==> src/rtl/control_unit_pkg.sv <==
// Shared RV32I control encodings: opcodes, ALU/immediate/branch/writeback codes
// and the decode bundle carried between the decoder and the datapath ports.
// Used by the control unit, ALU, immediate generator and branch unit.
package control_unit_pkg;

  localparam int unsigned OPC_W    = 7;
  localparam int unsigned F3_W     = 3;
  localparam int unsigned F7_W     = 7;
  localparam int unsigned ALUOP_W  = 4;
  localparam int unsigned IMMSRC_W = 3;
  localparam int unsigned DMCTRL_W = 3;
  localparam int unsigned BROP_W   = 5;
  localparam int unsigned WBSRC_W  = 2;

  typedef logic [ALUOP_W-1:0]  alu_op_t;
  typedef logic [IMMSRC_W-1:0] imm_src_t;
  typedef logic [BROP_W-1:0]   br_op_t;
  typedef logic [WBSRC_W-1:0]  wb_src_t;

  // Major opcodes (instr[6:0])
  localparam logic [OPC_W-1:0] OPC_R      = 7'b0110011;
  localparam logic [OPC_W-1:0] OPC_I      = 7'b0010011;
  localparam logic [OPC_W-1:0] OPC_LOAD   = 7'b0000011;
  localparam logic [OPC_W-1:0] OPC_STORE  = 7'b0100011;
  localparam logic [OPC_W-1:0] OPC_BRANCH = 7'b1100011;
  localparam logic [OPC_W-1:0] OPC_JAL    = 7'b1101111;
  localparam logic [OPC_W-1:0] OPC_JALR   = 7'b1100111;
  localparam logic [OPC_W-1:0] OPC_LUI    = 7'b0110111;
  localparam logic [OPC_W-1:0] OPC_AUIPC  = 7'b0010111;

  // Funct7 values that qualify R-type and shift-immediate encodings
  localparam logic [F7_W-1:0] F7_BASE = 7'b0000000;
  localparam logic [F7_W-1:0] F7_ALT  = 7'b0100000;

  // ALU operations; bit 3 is the Funct7[5] "alternate" modifier
  localparam alu_op_t ALU_ADD    = 4'b0000;
  localparam alu_op_t ALU_SUB    = 4'b1000;
  localparam alu_op_t ALU_SLL    = 4'b0001;
  localparam alu_op_t ALU_SLT    = 4'b0010;
  localparam alu_op_t ALU_SLTU   = 4'b0011;
  localparam alu_op_t ALU_XOR    = 4'b0100;
  localparam alu_op_t ALU_SRL    = 4'b0101;
  localparam alu_op_t ALU_SRA    = 4'b1101;
  localparam alu_op_t ALU_OR     = 4'b0110;
  localparam alu_op_t ALU_AND    = 4'b0111;
  localparam alu_op_t ALU_PASS_B = 4'b1111;

  // Immediate formats
  localparam imm_src_t IMM_I = 3'b000;
  localparam imm_src_t IMM_S = 3'b001;
  localparam imm_src_t IMM_B = 3'b101;
  localparam imm_src_t IMM_U = 3'b010;
  localparam imm_src_t IMM_J = 3'b110;

  // Branch-unit control: conditional branches append Funct3 to BR_COND_PFX
  localparam br_op_t           BR_NONE     = 5'b00000;
  localparam logic [1:0]       BR_COND_PFX = 2'b01;
  localparam br_op_t           BR_JUMP     = 5'b10000;

  // Register writeback source
  localparam wb_src_t WB_ALU = 2'b00;
  localparam wb_src_t WB_DM  = 2'b01;
  localparam wb_src_t WB_PC4 = 2'b10;

  // ALU operand source selects
  localparam logic SRC_A_RS1 = 1'b0;
  localparam logic SRC_A_PC  = 1'b1;
  localparam logic SRC_B_RS2 = 1'b0;
  localparam logic SRC_B_IMM = 1'b1;

  // Complete set of datapath controls produced by the decoder
  typedef struct packed {
    logic                    ru_wr;
    alu_op_t                 alu_op;
    imm_src_t                imm_src;
    logic                    alu_a_src;
    logic                    alu_b_src;
    logic                    dm_wr;
    logic [DMCTRL_W-1:0]     dm_ctrl;
    br_op_t                  br_op;
    wb_src_t                 wb_src;
  } ctrl_t;

  // Load widths: LB, LH, LW, LBU, LHU
  function automatic logic load_f3_ok(input logic [F3_W-1:0] f3);
    return (f3 == 3'b000) || (f3 == 3'b001) || (f3 == 3'b010) ||
           (f3 == 3'b100) || (f3 == 3'b101);
  endfunction

  // Store widths: SB, SH, SW
  function automatic logic store_f3_ok(input logic [F3_W-1:0] f3);
    return (f3 == 3'b000) || (f3 == 3'b001) || (f3 == 3'b010);
  endfunction

  // Branch conditions: BEQ, BNE, BLT, BGE, BLTU, BGEU (010/011 are reserved)
  function automatic logic branch_f3_ok(input logic [F3_W-1:0] f3);
    return (f3 != 3'b010) && (f3 != 3'b011);
  endfunction

endpackage

==> src/rtl/control_unit.sv <==
// Main decoder of the RV32I single-cycle datapath.
// Ports:
//   clk, rst          - clock and async active-high reset (only for IllegalSeen)
//   OpCode/Funct3/Funct7 - instruction fields instr[6:0], [14:12], [31:25]
//   RUWr, ALUOp, ImmSrc, ALUASrc, ALUBSrc, DMWr, DMCtrl, BrOp, RUDataWrSrc
//                     - combinational datapath controls (zero latency)
//   Illegal           - combinational: current encoding unsupported
//   IllegalSeen       - registered sticky copy of Illegal, cleared only by rst
module control_unit
  import control_unit_pkg::*;
(
  input  logic                clk,
  input  logic                rst,
  input  logic [OPC_W-1:0]    OpCode,
  input  logic [F3_W-1:0]     Funct3,
  input  logic [F7_W-1:0]     Funct7,
  output logic                RUWr,
  output logic [ALUOP_W-1:0]  ALUOp,
  output logic [IMMSRC_W-1:0] ImmSrc,
  output logic                ALUASrc,
  output logic                ALUBSrc,
  output logic                DMWr,
  output logic [DMCTRL_W-1:0] DMCtrl,
  output logic [BROP_W-1:0]   BrOp,
  output logic [WBSRC_W-1:0]  RUDataWrSrc,
  output logic                Illegal,
  output logic                IllegalSeen
);

  ctrl_t dec;
  ctrl_t ctrl;
  logic  legal;
  logic  illegal_seen_q;
  logic  illegal_seen_d;

  // Instruction decode; an unsupported encoding zeroes every control so it has no side effect
  always_comb begin
    dec   = '0;
    ctrl  = '0;
    legal = 1'b0;

    case (OpCode)
      OPC_R: begin
        // Only SUB and SRA accept the alternate Funct7
        legal = (Funct7 == F7_BASE) ||
                ((Funct7 == F7_ALT) && ((Funct3 == 3'b000) || (Funct3 == 3'b101)));
        dec.ru_wr     = 1'b1;
        dec.alu_a_src = SRC_A_RS1;
        dec.alu_b_src = SRC_B_RS2;
        dec.alu_op    = {Funct7[5], Funct3};
        dec.wb_src    = WB_ALU;
      end

      OPC_I: begin
        // Shift-immediates carry Funct7 in imm[11:5]; other ops own those bits as immediate
        if (Funct3 == 3'b001) begin
          legal = (Funct7 == F7_BASE);
        end else if (Funct3 == 3'b101) begin
          legal = (Funct7 == F7_BASE) || (Funct7 == F7_ALT);
        end else begin
          legal = 1'b1;
        end
        dec.ru_wr     = 1'b1;
        dec.imm_src   = IMM_I;
        dec.alu_b_src = SRC_B_IMM;
        dec.alu_op    = (Funct3 == 3'b101) ? {Funct7[5], Funct3} : {1'b0, Funct3};
        dec.wb_src    = WB_ALU;
      end

      OPC_LOAD: begin
        legal         = load_f3_ok(Funct3);
        dec.ru_wr     = 1'b1;
        dec.imm_src   = IMM_I;
        dec.alu_b_src = SRC_B_IMM;
        dec.alu_op    = ALU_ADD;
        dec.dm_ctrl   = Funct3;
        dec.wb_src    = WB_DM;
      end

      OPC_STORE: begin
        legal         = store_f3_ok(Funct3);
        dec.dm_wr     = 1'b1;
        dec.imm_src   = IMM_S;
        dec.alu_b_src = SRC_B_IMM;
        dec.alu_op    = ALU_ADD;
        dec.dm_ctrl   = Funct3;
      end

      OPC_BRANCH: begin
        // ALU computes the target PC+imm; the branch unit evaluates the condition
        legal         = branch_f3_ok(Funct3);
        dec.imm_src   = IMM_B;
        dec.alu_a_src = SRC_A_PC;
        dec.alu_b_src = SRC_B_IMM;
        dec.alu_op    = ALU_ADD;
        dec.br_op     = {BR_COND_PFX, Funct3};
      end

      OPC_JAL: begin
        legal         = 1'b1;
        dec.ru_wr     = 1'b1;
        dec.imm_src   = IMM_J;
        dec.alu_a_src = SRC_A_PC;
        dec.alu_b_src = SRC_B_IMM;
        dec.alu_op    = ALU_ADD;
        dec.br_op     = BR_JUMP;
        dec.wb_src    = WB_PC4;
      end

      OPC_JALR: begin
        legal         = (Funct3 == 3'b000);
        dec.ru_wr     = 1'b1;
        dec.imm_src   = IMM_I;
        dec.alu_a_src = SRC_A_RS1;
        dec.alu_b_src = SRC_B_IMM;
        dec.alu_op    = ALU_ADD;
        dec.br_op     = BR_JUMP;
        dec.wb_src    = WB_PC4;
      end

      OPC_LUI: begin
        legal         = 1'b1;
        dec.ru_wr     = 1'b1;
        dec.imm_src   = IMM_U;
        dec.alu_b_src = SRC_B_IMM;
        dec.alu_op    = ALU_PASS_B;
        dec.wb_src    = WB_ALU;
      end

      OPC_AUIPC: begin
        legal         = 1'b1;
        dec.ru_wr     = 1'b1;
        dec.imm_src   = IMM_U;
        dec.alu_a_src = SRC_A_PC;
        dec.alu_b_src = SRC_B_IMM;
        dec.alu_op    = ALU_ADD;
        dec.wb_src    = WB_ALU;
      end

      default: begin
        legal = 1'b0;
      end
    endcase

    ctrl = legal ? dec : ctrl_t'('0);
  end

  assign RUWr        = ctrl.ru_wr;
  assign ALUOp       = ctrl.alu_op;
  assign ImmSrc      = ctrl.imm_src;
  assign ALUASrc     = ctrl.alu_a_src;
  assign ALUBSrc     = ctrl.alu_b_src;
  assign DMWr        = ctrl.dm_wr;
  assign DMCtrl      = ctrl.dm_ctrl;
  assign BrOp        = ctrl.br_op;
  assign RUDataWrSrc = ctrl.wb_src;
  assign Illegal     = ~legal;

  // Sticky flag: once an unsupported encoding is clocked in it holds until reset
  assign illegal_seen_d = illegal_seen_q | ~legal;

  always_ff @(posedge clk or posedge rst) begin
    if (rst) begin
      illegal_seen_q <= 1'b0;
    end else begin
      illegal_seen_q <= illegal_seen_d;
    end
  end

  assign IllegalSeen = illegal_seen_q;

endmodule

==> config.mk <==
export PLATFORM = sky130hd
export DESIGN_NAME = control_unit
export DESIGN_NICKNAME = d
export VERILOG_FILES = /design/src/rtl/control_unit_pkg.sv /design/src/rtl/control_unit.sv
export SDC_FILE = /design/constraint.sdc
export NUM_CORES = 1
export LEC_CHECK = 0
export CORE_MARGIN = 2
export CORE_UTILIZATION = 35
export CTS_BUF_LIST = sky130_fd_sc_hd__clkbuf_16
export DETAILED_ROUTE_END_ITERATION = 6
export PLACE_DENSITY = 0.79
export SLEW_MARGIN = 20
export SYNTH_ARGS = -nofsm -noshare
export SYNTH_HDL_FRONTEND = slang
export SYNTH_SLANG_ARGS = --single-unit
==> constraint.sdc <==
create_clock -name clk -period 8.3 [get_ports clk]
set_input_delay 1.66 -clock clk [delete_from_list [all_inputs] [get_ports clk]]
set_output_delay 1.66 -clock clk [all_outputs]
set_load 0.05 [all_outputs]
==> qor_table.md <==
| Result | Reported | Unit |
|---|---|---|
| Top cell family by delay on the critical path | simple AND/OR/NAND/NOR gates | - |
| Vertical die dimension | 46.45 | um |
| Commonest register cell after synthesis | dfrtp_1 | - |
| Worst vdd ir | 0.00002332 | V |
| Slew at the pin with the worst max-slew slack | 0.9528 | ns |
| Setup Crit Path Kind | input pin to output pin | - |
| Clock period minus worst slack | 6.642 | ns |
| Ordered list of cells on the worst path | clkdlybuf4s50_1 > nand4bb_1 > or4_1 > nor4b_2 > nor3_2 > nor4b_1 > clkdlybuf4s50_1 | - |
| Gate count after technology mapping | 93 | - |
| Worst hold-check path type | flop to flop | - |
| Setup repair after global routing missed its margin | no | - |
| Maximum fanout along the worst path | 13 | - |
| Total count of max-transition violations in the final report | 0 | - |
| Post-placement worst setup slack | 1.670 | ns |
| CP peak stage delay | 0.87 | ns |
| Worst endpoint required time | 6.64 | ns |
| First-pass GRT wire length | 3.277 | mm |
| Library cell occupying the most area in the post-synthesis netlist | nor2_1 | - |
| Number of gates resized after CTS | 0 | - |
| Total power draw | 0.03565 | mW |
| Number of placement rows | 15 | - |
| Endpoint arrival time on the critical path | 4.98 | ns |
| Max FFs per register | 1 | - |
| Syn Nets | 112 | - |
| NumNets Final | 146 | - |
| Max-slew headroom | 0.3614 | - |
| Total congestion overflow after global routing | 0 | - |
| Number of setup violations in the final report | 0 | - |
| Final Hold Vio Count | 0 | - |
| Mapped cell area | 630.6 | um2 |
| Width of the chip | 46.45 | um |
| DRT antenna net count | 0 | - |
| Most common cell type on the critical path | clkdlybuf4s50_1 | - |
| Count of input and output buffers | 41 | - |
| Routed WL per cell | 14.07 | um |
| HPWL Detailed | 1.626 | mm |
| Status | completed | - |
| Maximum number of pins on one net before global-route repair | 15 | - |
| # DRC | 0 | - |
| Yosys reg bits | 1 | - |
| Area share of the largest cell type after synthesis | 0.05357 | - |
| Final TNS setup | 0 | ns |
| Buffers inserted by post-CTS timing repair | 0 | - |
| Vias in the first global route | 745 | - |
| Core Area | 1708 | um2 |
| Detailed Routing Iterations Pass 1 | 4 | - |
| Leading cell types by total area after synthesis | nor2_1 (5.4%), a21oi_1 (4.8%), nor3_2 (4.8%) | - |
| Area growth from synthesis to layout | 62.90 | % |
| Placer's final routability congestion estimate | 0.8490 | - |
| Overall global routing resource usage | 0.2000 | - |
| Iteration-0 DRC Markers | 18 | - |
| Quantity of hold-fixing buffers added after cts | 0 | - |
| Buffers & Inverters on Critical Path | 2 | - |
| Yosys warning total | 0 | - |
| Maximum capacitance violations | 0 | - |
| Asr flop ratio synth | 1.000 | - |
| Share of the clock period used by the worst path after layout | 0.8002 | - |
| Number of antenna violations at the first check in global routing | 0 | - |
| Launching element type of the critical path | input pin | - |
| Netlist cell types | 42 | - |
| Cell with the largest stage delay on the worst path | clkdlybuf4s50_1 | - |
| Power per cell area | 34.71 | nW/um2 |
| Via density | 5.547 | - |
| Latest clock arrival within the worst-skew pair | 0 | ns |
| Highest clock frequency the design can meet | 0.1506 | GHz |
| Ratio of cells with drive above 1 in the final layout | 0.07200 | - |
| Clock transition time at the flip-flop clock pins of the worst setup and hold paths | 0 | ns |
| Number of vias in the routed layout | 832 | - |
| Leakage | 0.3137 | nW |
| Effective utilization at floorplan | 0.3692 | - |
| Worst Setup End Kind | output pin | - |
| DRT Wirelength | 2.111 | mm |
| Ports | 42 | - |
| Die area | 2157 | um2 |
| Setup ws final | 1.658 | ns |
| Average instance area after synthesis | 6.781 | um2 |
| Worst clock skew on the final layout | 0 | ns |
| Number of enable-type register cells in the synthesized netlist | 0 | - |
| Register area share after synthesis | 0.03968 | - |
| Ant diodes | 0 | - |
logic make-up after synthesis:
logic type             synth area share
AO/OA/AOI/OAI                    0.2798
AND/OR/NAND/NOR                  0.5516
flip-flops                      0.03968
buffers and inverters            0.1012
XOR/XNOR                        0.02778
cell usage in the layout, fill, tap and decap left out, drive strengths merged, types with 3 or more instances in the layout:
cell,instances
nand2,8
nor4,3
clkdlybuf4s50,41
nor4b,3
nor2,9
and2,3
nor2b,4
inv,5
nor3,8
a211oi,3
a21oi,6
nand2b,3
o21ai,4
final timing paths:
check,from,endpoint,slack (ns),cells after the start
setup / recovery,OpCode[3],DMCtrl[1],1.66,7
hold / removal,IllegalSeen,IllegalSeen,0.45,1
setup reg to reg,IllegalSeen,IllegalSeen,7.54,1
hold reg to reg,IllegalSeen,IllegalSeen,0.45,1
max in group asynchronous,rst,IllegalSeen,6.40,2
min in group asynchronous,rst,IllegalSeen,1.81,2
final cells by class:
class | instances | area (um2)
Inverter | 5 | 18.77
Sequential cell | 1 | 25.02
Tap cell | 25 | 31.28
Fill cell | 164 | 680.7
Timing Repair Buffer | 41 | 410.4
Multi-Input combinational cell | 78 | 541.8
cells in the mapped netlist, types with 2 or more instances:
library cell and number:
nand2b_1 3, o21ai_0 4, and2_1 3, nor3_2 3
nor4b_1 2, a211oi_1 2, inv_1 5, a21oi_1 6
nor4_1 2, nor3_1 5, nand2_1 8, nor2b_1 4
nor2_1 9, clkbuf_1 6, and3b_1 2, nand4_1 2
and4b_1 2
power by group:
group | internal [mW] | switching [mW] | leakage, nW
Combinational | 0.0140 | 0.0167 | 0.305
Sequential | 0.00496 | 0 | 0.00875
Clock | 0 | 0 | 0
metal layers:
layer	part of all wire	global-route usage	up-vias
met5	0	0	-
met4	0	0.005714	0
met3	0.061	0.007843	0
met2	0.49	0.3667	33
met1	0.44	0.2690	383
li1	-	-	416
per-stage QoR:
stage               utilization  area (um2)  instances  hold WS [ns]
floorplan                     -       630.6         93        0.8192
global placement         0.6015        1027        150        0.4549
CTS                      0.6015        1027        150        0.4550
detailed placement       0.6015        1027        150        0.4536
global route             0.6015        1027        150        0.4779
finish                   0.6015        1027        150        0.4510
Note: power is estimated with default switching activity, not from simulation.
